File: src/rtl/simon_round_datapath_serial_if.sv
// Serial control and data bundle between the SIMON key-expansion/controller side
// (master) and the bit-serial round datapath (slave).
interface simon_round_datapath_serial_if;
    logic       data_in;
    logic       key_in;
    logic [1:0] data_rdy;
    logic [5:0] bit_counter;
    logic [6:0] round_counter;
    logic       cipher_out;
    logic       done;

    modport master (
        output data_in, key_in, data_rdy, bit_counter, round_counter,
        input  cipher_out, done
    );

    modport slave (
        input  data_in, key_in, data_rdy, bit_counter, round_counter,
        output cipher_out, done
    );
endinterface

File: src/rtl/simon_round_datapath_serial.sv
// Bit-serial SIMON128/128 round datapath: one round per 64 encrypt cycles, 128-cycle
// serial load/unload chain. Optional macro SIMON_DONE_FREEZE_EN blocks rounds while done=1.
module simon_round_datapath_serial #(
    parameter int NROUNDS = 68
) (
    input  logic                          clk,
    input  logic                          reset,
    simon_round_datapath_serial_if.slave  bus
);

    typedef enum logic [1:0] {
        MODE_IDLE = 2'd0,
        MODE_LOAD = 2'd1,
        MODE_HOLD = 2'd2,
        MODE_ENC  = 2'd3
    } mode_e;

    localparam logic [6:0] LAST_ROUND = 7'(NROUNDS - 1);

    mode_e       mode;
    logic [63:0] x_q;
    logic [63:0] y_q;
    logic        done_q;
    logic        tap1;
    logic        tap2;
    logic        tap8;
    logic        x_new;
    logic        enc_en;
    logic        shift_en;
    logic        x_head;
    logic        last_bit;

    assign mode = mode_e'(bus.data_rdy);

    // Early in a round the rotated taps still sit in X (not yet shifted into Y).
    // NOTE: every signal gets a value on every path here, so no latch is inferred.
    always_comb begin
        tap1  = (bus.bit_counter < 6'd1) ? x_q[63] : y_q[63];
        tap2  = (bus.bit_counter < 6'd2) ? x_q[62] : y_q[62];
        tap8  = (bus.bit_counter < 6'd8) ? x_q[56] : y_q[56];
        x_new = y_q[0] ^ ((tap1 & tap8) ^ tap2) ^ bus.key_in;
    end

`ifdef SIMON_DONE_FREEZE_EN
    assign enc_en = (mode == MODE_ENC) && !done_q;
`else
    assign enc_en = (mode == MODE_ENC);
`endif

    assign shift_en = (mode == MODE_LOAD) || enc_en;
    assign x_head   = (mode == MODE_LOAD) ? bus.data_in : x_new;
    assign last_bit = (mode == MODE_ENC) && (bus.round_counter == LAST_ROUND)
                      && (bus.bit_counter == 6'd63);

    // NOTE: non-blocking assignments so every register samples pre-edge values.
    always_ff @(posedge clk) begin
        if (!reset) begin
            x_q    <= '0;
            y_q    <= '0;
            done_q <= 1'b0;
        end else begin
            if (shift_en) begin
                x_q <= {x_head, x_q[63:1]};
                y_q <= {x_q[0], y_q[63:1]};
            end
            if (mode == MODE_LOAD) begin
                done_q <= 1'b0;
            end else if (last_bit) begin
                done_q <= 1'b1;
            end
        end
    end

    assign bus.cipher_out = y_q[0];
    assign bus.done       = done_q;

endmodule

File: src/flat_wrapper.sv
// flat-port wrapper written by rule: the top's interface ports become plain ports
module simon_round_datapath_serial_flat 
#(
    parameter int NROUNDS = 68
)
  (clk, reset, bus_data_in, bus_key_in, bus_data_rdy, bus_bit_counter, bus_round_counter, bus_cipher_out, bus_done);
  simon_round_datapath_serial_if bus_i ();
  input  logic clk;
  input  logic reset;
  input wire logic [$bits(bus_i.data_in)-1:0] bus_data_in;
  input wire logic [$bits(bus_i.key_in)-1:0] bus_key_in;
  input wire logic [$bits(bus_i.data_rdy)-1:0] bus_data_rdy;
  input wire logic [$bits(bus_i.bit_counter)-1:0] bus_bit_counter;
  input wire logic [$bits(bus_i.round_counter)-1:0] bus_round_counter;
  output wire logic [$bits(bus_i.cipher_out)-1:0] bus_cipher_out;
  output wire logic [$bits(bus_i.done)-1:0] bus_done;
  assign bus_i.data_in = bus_data_in;
  assign bus_i.key_in = bus_key_in;
  assign bus_i.data_rdy = bus_data_rdy;
  assign bus_i.bit_counter = bus_bit_counter;
  assign bus_i.round_counter = bus_round_counter;
  assign bus_cipher_out = bus_i.cipher_out;
  assign bus_done = bus_i.done;
  simon_round_datapath_serial #(.NROUNDS(NROUNDS)) u_core (.clk(clk), .reset(reset), .bus(bus_i));
endmodule
File: config.mk
export PLATFORM = sky130hd
export DESIGN_NAME = simon_round_datapath_serial_flat
export DESIGN_NICKNAME = d
export VERILOG_FILES = /design/src/rtl/simon_round_datapath_serial_if.sv /design/src/rtl/simon_round_datapath_serial.sv /design/src/flat_wrapper.sv
export SDC_FILE = /design/constraint.sdc
export NUM_CORES = 1
export LEC_CHECK = 0
export BUFFER_PORTS_ARGS = -buffer_cell sky130_fd_sc_hd__buf_4
export CAP_MARGIN = 0
export CORE_MARGIN = 1.5
export CORE_UTILIZATION = 60
export DETAILED_ROUTE_END_ITERATION = 8
export GPL_TIMING_DRIVEN = 0
export PLACE_DENSITY = 0.78
export SLEW_MARGIN = 15
export SYNTH_ARGS = -nofsm -noshare
export SYNTH_HDL_FRONTEND = slang
export SYNTH_SLANG_ARGS = --single-unit
File: constraint.sdc
create_clock -name clk -period 2 [get_ports clk]
set_clock_uncertainty 0.15 [all_clocks]
set_input_delay 0.1 -clock clk [delete_from_list [all_inputs] [get_ports clk]]
set_output_delay 0.1 -clock clk [all_outputs]
set_load 0.05 [all_outputs]
==> out/metrics.yaml, run 1 <==
status: "finished, final reports clean"
gp_congestion: 0.774
antenna_found_initial: 0
grt_max_degree: 17
cts_sinks: 129
worstMarginPinSlew_ns: 0.695
finalSetupViolations: 0
path_cells: "dlygate4sd3_1 > buf_4 > or3_4 > nor4_4 > mux2i_1 > buf_4 > or4_1 > nand3_1"
die_y_um: 93.9
synth-seq-cells: 129
cp_common_cell: "buf_4"
grt_use_total_pct: 19.7
drt_first_pass_iters: 4
hold_viol: 0
fin_crit_sh_pct: 93.1
netSwitchingFraction_pct: 21.4
clk_latency_ns: 0.51
drt_iter0_drc: 106
setup_slack_ns: 0.137
wl_per_cell_um: 13.1
period_minus_slack_ns: 1.86
place_ws_ns: 0.244
synth_warnings: 0
multi_input_area_sq_um: 2270
gr-total-overflow: 0
drv_cap: 0
dp_hpwl_um: 4820
fmax_mhz: 537
max_slew_margin_pct: 53.6
power.internal_uw: 4510
vias_per_cell: 5.04
cp_max_fo: 3
setup_tns_ns: 0
die-area_sq_um: 8820
dieWidth_um: 93.9
syn_area_sq_um: 4960
seq_area_frac_synth_pct: 52.0
syn_inst: 441
synth_area_per_cell_sq_um: 11.3
cts_root_buffer: "clkbuf_8"
synth_cell_type_count: 24
hold_class: "in2reg"
grt_pass1_wl_um: 13500
drcViolationCount: 0
switching_power_uw: 1220
io_pins: 21
grt_pass1_vias: 2995
hold_depth: 6
maxSlewViolCount: 0
rows: 32
clock_power_share_pct: 50.5
totalWireLength_um: 7910
cp.required_ns: 2.30
core_area_sq_um: 7850
drive_above_1_share_pct: 12.9
synthesis.nets: 460
reg2reg_depth: 4
diodes: 0
rsz0062_at_grt: "no"
initial_utilization_pct: 63.2
combPwrFrac_pct: 4.5
vias: 3057
final_nets: 511
crit_slowest_cell: "dlygate4sd3_1"
path_class: "in2reg"
p_seq_share_pct: 44.9
drtAntennaViolNets: 0
seq_area_sq_um: 2580
path_clk_slew_ns: 0.06
max_stage_delay_ns: 0.53
cts_inserted_buffers: 17
cp-end-kind: "register"
fillers: 561
max-clock-path-buffers: 2
htree_num_levels: 4
worstSetupStartpointType: "primary input"
powerDensity_nw_per_um2: 964
syn2layout_area_growth_pct: 19.7
p_leak_uw: 0.00241
portBuffers: 19
cts_tree: "built"
crit_arrival_ns: 2.16
ir_worst_vdd_uv: 839
-- layer usage --
metal  routed length [um]  vias up  GRT usage (%)
met5                    0        -              0
met4                  118        0           7.96
met3                  297       14           6.80
met2                 3630       39           31.8
met1                 3870     1420           24.1
li1                     -     1584              -
-- through the flow --
step	util, %	area, sq um	std cells	total power (uW)	hold slack, ns
floorplan	-	4960	441	2810	0.102
global placement	66.7	5230	562	2870	0.243
detailed placement	66.7	5230	562	2870	0.253
CTS	75.6	5930	606	5770	0.0606
global route	75.7	5940	606	5920	0.162
finish	75.7	5940	606	5730	0.0814
-- worst paths after layout --
path / to / startpoint / slack [ns]
max: u_core.x_q[63]$_SDFFE_PN0P_ / bus_bit_counter[3] / 0.14
min: u_core.x_q[63]$_SDFFE_PN0P_ / bus_bit_counter[4] / 0.08
max reg2reg: u_core.x_q[63]$_SDFFE_PN0P_ / u_core.y_q[56]$_SDFFE_PN0P_ / 0.45
min reg2reg: u_core.x_q[32]$_SDFFE_PN0P_ / u_core.x_q[32]$_SDFFE_PN0P_ / 0.36
-- critical path: cells and delay by family --
family                 cells  cell delay, ns
and+or+nand+nor            4            1.08
muxes                      1            0.15
buffers and inverters      3            0.83
-- cell usage after synthesis (all sizes together) --
library cell | instances | share of area (%)
a21oi | 1 | 0.10
a41oi | 1 | 0.18
and3 | 2 | 0.25
buf | 12 | 1.2
clkbuf | 17 | 1.3
dfxtp | 129 | 52
inv | 1 | 0.076
mux2i | 129 | 26
nand2 | 1 | 0.076
nand2b | 1 | 0.13
nand3 | 2 | 0.20
nand4 | 2 | 0.25
nor2 | 4 | 0.30
nor2b | 128 | 16
nor3 | 2 | 0.20
nor3b | 1 | 0.15
nor4 | 1 | 0.25
o21ai | 2 | 0.20
o221ai | 1 | 0.18
o31ai | 1 | 0.25
or3 | 1 | 0.23
or4 | 1 | 0.15
xor2 | 1 | 0.18
-- state kept, by name, summed over array words and instances (netlist names) --
name             flops
u_core.x_q          64
u_core.y_q          64
u_core.bus.done      1
-- power by group through the flow --
stage	combinational (uW)	sequential, uW	clock (uW)
finish	260	2580	2900
CTS	257	2580	2940
detailed placement	239	2630	0
global route	279	2570	3070
global placement	238	2630	0
floorplan	177	2630	0
-- kinds of logic (layout without fill, tap and decap cells) --
kind of cell              Yosys count  after routing  synth area share (%)
buffers and inverters              30             93                  2.52
AOI/OAI and AO/OA                   6              6                 0.908
DFF                               129            129                  52.0
and+or+nand+nor                   146            146                  18.3
muxes                             129            129                  26.0
xor gates and xnor gates            1              1                 0.177
-- area by class of cell --
type | instances | area share (%)
Sequential cell | 129 | 43.5
Multi-Input combinational cell | 282 | 38.2
Clock buffer | 18 | 7.20
Timing Repair Buffer | 32 | 4.55
Clock inverter | 13 | 2.34
Tap cell | 102 | 2.15
Buffer | 29 | 2.04
Inverter | 1 | 0.0632
-- layout by cell type (no fill, tap or decap), drive strengths merged, types with 4 or more instances in the layout --
cell / instances
mux2i: 129
buf: 32
dfxtp: 129
clkinv: 8
nor2b: 128
dlygate4sd3: 12
clkbuf: 35
nor2: 4
-- timing repair --
item | CTS | global route
hold buffers | 13 | 0
endpoints found under the setup margin | 0 | 1
hold endpoints to repair | 18 | 0
gates resized for setup | 0 | 2
setup buffers | 0 | 1
(Power assumes the default switching activity.)
==> run 2, diff against run 1 <==
==> constraint.sdc (replaced) <==
create_clock -name clk -period 1.8 [get_ports clk]
set_clock_uncertainty 0.15 [all_clocks]
set_input_delay 0.09 -clock clk [delete_from_list [all_inputs] [get_ports clk]]
set_output_delay 0.09 -clock clk [all_outputs]
set_load 0.05 [all_outputs]
==> out/metrics.yaml, run 2 (same netlist as run 1, synthesis figures left out) <==
diodes: 0  # unchanged
regToRegEndpoint: "u_core.x_q[63]$_SDFFE_PN0P_"
drv_cap: 0  # unchanged
rows: 32  # unchanged
drcViolationCount: 0  # unchanged
max_slew_margin_pct: 53.6  # about the same
path_class: "in2reg"
status: "finished, final reports clean"
wl_per_cell_um: 13.1  # +0.37%
cp.required_ns: 2.10  # -0.20 ns
r2r_start: "u_core.y_q[56]$_SDFFE_PN0P_"
initial_utilization_pct: 63.2  # unchanged
fin_crit_sh_pct: 93.6
fillers: 560  # -0.18%
place_area_sq_um: 5230  # unchanged
fmax_mhz: 594
rsz0062_at_grt: "no"
portBuffers: 19  # unchanged
combPwrFrac_pct: 4.6  # about the same
clk_latency_ns: 0.50  # about the same
final_cell_mix: "mux2i_1, dfxtp_1, nor2b_1, buf_4"
dp_cells: 562  # unchanged
cts_tree: "built"
final_nets: 511  # unchanged
cp_max_fo: 3  # unchanged
clock_power_share_pct: 50.5  # about the same
drtAntennaViolNets: 0  # unchanged
hold_viol: 0  # unchanged
crit_slowest_cell: "dlygate4sd3_1"
antenna_found_initial: 0  # unchanged
syn2layout_area_growth_pct: 19.9
setup_tns_ns: 0  # unchanged
die_y_um: 93.9  # unchanged
min_to: "u_core.x_q[63]$_SDFFE_PN0P_"
gp_congestion: 0.774  # unchanged
period_minus_slack_ns: 1.68
power.internal_uw: 5010  # +11%
crit_arrival_ns: 1.98  # -0.18 ns
maxSlewViolCount: 0  # unchanged
cp-end-kind: "register"
p_seq_share_pct: 45.0  # about the same
core_area_sq_um: 7850  # unchanged
cts_sinks: 129  # unchanged
cts_inserted_buffers: 17  # unchanged
reg2reg_depth: 4  # unchanged
r2r_slack_ns: 0.25  # -0.20 ns
path_clk_slew_ns: 0.06  # about the same
hp-start: "bus_bit_counter[4]"
vias_per_cell: 5.05  # +0.20%
cp_common_cell: "dlygate4sd3_1"
grt_pass1_wl_um: 13500  # unchanged
gr-total-overflow: 0  # unchanged
totalWireLength_um: 7940  # +0.37%
worstMarginPinSlew_ns: 0.695  # +0.00000203 ns
hold_class: "in2reg"
worstSetupStartpointType: "primary input"
htree_num_levels: 4  # unchanged
grt_pass1_vias: 2993  # -0.067%
io_pins: 21  # unchanged
finish.utilization_pct: 75.8  # +0.080 points
finalSetupViolations: 0  # unchanged
dp_hpwl_um: 4820  # unchanged
hold-worst-slack_ns: 0.0630  # -0.0184 ns
max-clock-path-buffers: 2  # unchanged
grt_use_total_pct: 19.7  # unchanged
die-area_sq_um: 8820  # unchanged
p_leak_uw: 0.00241  # +0.16%
fin_cells: 606  # unchanged
vias: 3063  # +0.20%
max_stage_delay_ns: 0.59  # +0.06 ns
finalInstanceArea_sq_um: 5950  # +0.11%
drt_iter0_drc: 93  # -12%
ir_worst_vdd_uv: 933  # +11%
drt_first_pass_iters: 4  # unchanged
cts_root_buffer: "clkbuf_8"
drive_above_1_share_pct: 13.3  # +0.40 points
netSwitchingFraction_pct: 21.3  # -0.035 points
hold_depth: 6  # unchanged
grt_max_degree: 17  # unchanged
path_cells: "buf_4 > dlygate4sd3_1 > nor3_2 > mux2i_1 > dlygate4sd3_1 > o221ai_2 > nand3_1"
powerDensity_nw_per_um2: 1070  # +11%
dieWidth_um: 93.9  # unchanged
switching_power_uw: 1360  # +11%
## run 2: cell counts in the layout (fill, tap and decap cells not counted)
Identical to the previous run, type by type.
## run 2: area by class of cell
type	count	area [sq um]	share of cell area [%]
Buffer	29	123	2.06
Clock buffer	18	428	7.19
Clock inverter	13	139	2.33
Inverter	1	3.75	0.0631
Multi-Input combinational cell	282	2270	38.2
Sequential cell	129	2580	43.4
Tap cell	102	128	2.15
Timing Repair Buffer	32	270	4.54
## run 2: repair_timing
action / CTS / global route
endpoints found under the setup margin: 0 / 1
endpoints found under the hold margin: 19 / 0
hold buffers: 13 / 0
buffers inserted: 0 / 1
gates resized for setup: 0 / 5
## run 2: critical path, delay by kind of cell
kind / cells / cell delay [ns]
buf+inv: 3 / 1.28
mux: 1 / 0.23
simple gates: 2 / 0.29
compound gates: 1 / 0.09
## run 2: how the worst max path moves through the flow
stage,start,endpoint,slack [ns]
after CTS,bus_bit_counter[2],u_core.x_q[63]$_SDFFE_PN0P_,0.03
final,bus_bit_counter[3],u_core.x_q[63]$_SDFFE_PN0P_,0.12
after floorplan,u_core.y_q[0]$_SDFFE_PN0P_,u_core.x_q[63]$_SDFFE_PN0P_,0.04
after global routing,bus_bit_counter[3],u_core.x_q[63]$_SDFFE_PN0P_,0.08
after detailed placement,bus_bit_counter[4],u_core.x_q[63]$_SDFFE_PN0P_,0.05
after global placement,bus_bit_counter[4],u_core.x_q[63]$_SDFFE_PN0P_,0.07
## run 2: power groups by stage
stage / clock network, uW / registers, uW / logic [uW]
2_1_floorplan: 0 / 2920 / 197
3_3_place_gp: 0 / 2920 / 264
3_5_place_dp: 0 / 2920 / 266
4_1_cts: 3270 / 2860 / 285
5_1_grt: 3410 / 2860 / 311
6_report: 3210 / 2860 / 290
## run 2: layer usage
metal	share of wire, %	global-route usage (%)	up-vias	wire, um
li1	-	-	1587	-
met1	49	24.1	1422	3880
met2	46	31.8	40	3650
met3	3.7	6.80	14	292
met4	1.5	7.96	0	118
met5	0	0	-	0
## run 2: through the flow
stage | power (uW) | setup WS [ns]
floorplan | 3120 | 0.0415
global placement | 3190 | 0.0741
detailed placement | 3190 | 0.0535
CTS | 6410 | 0.0323
global route | 6580 | 0.0769
finish | 6370 | 0.116
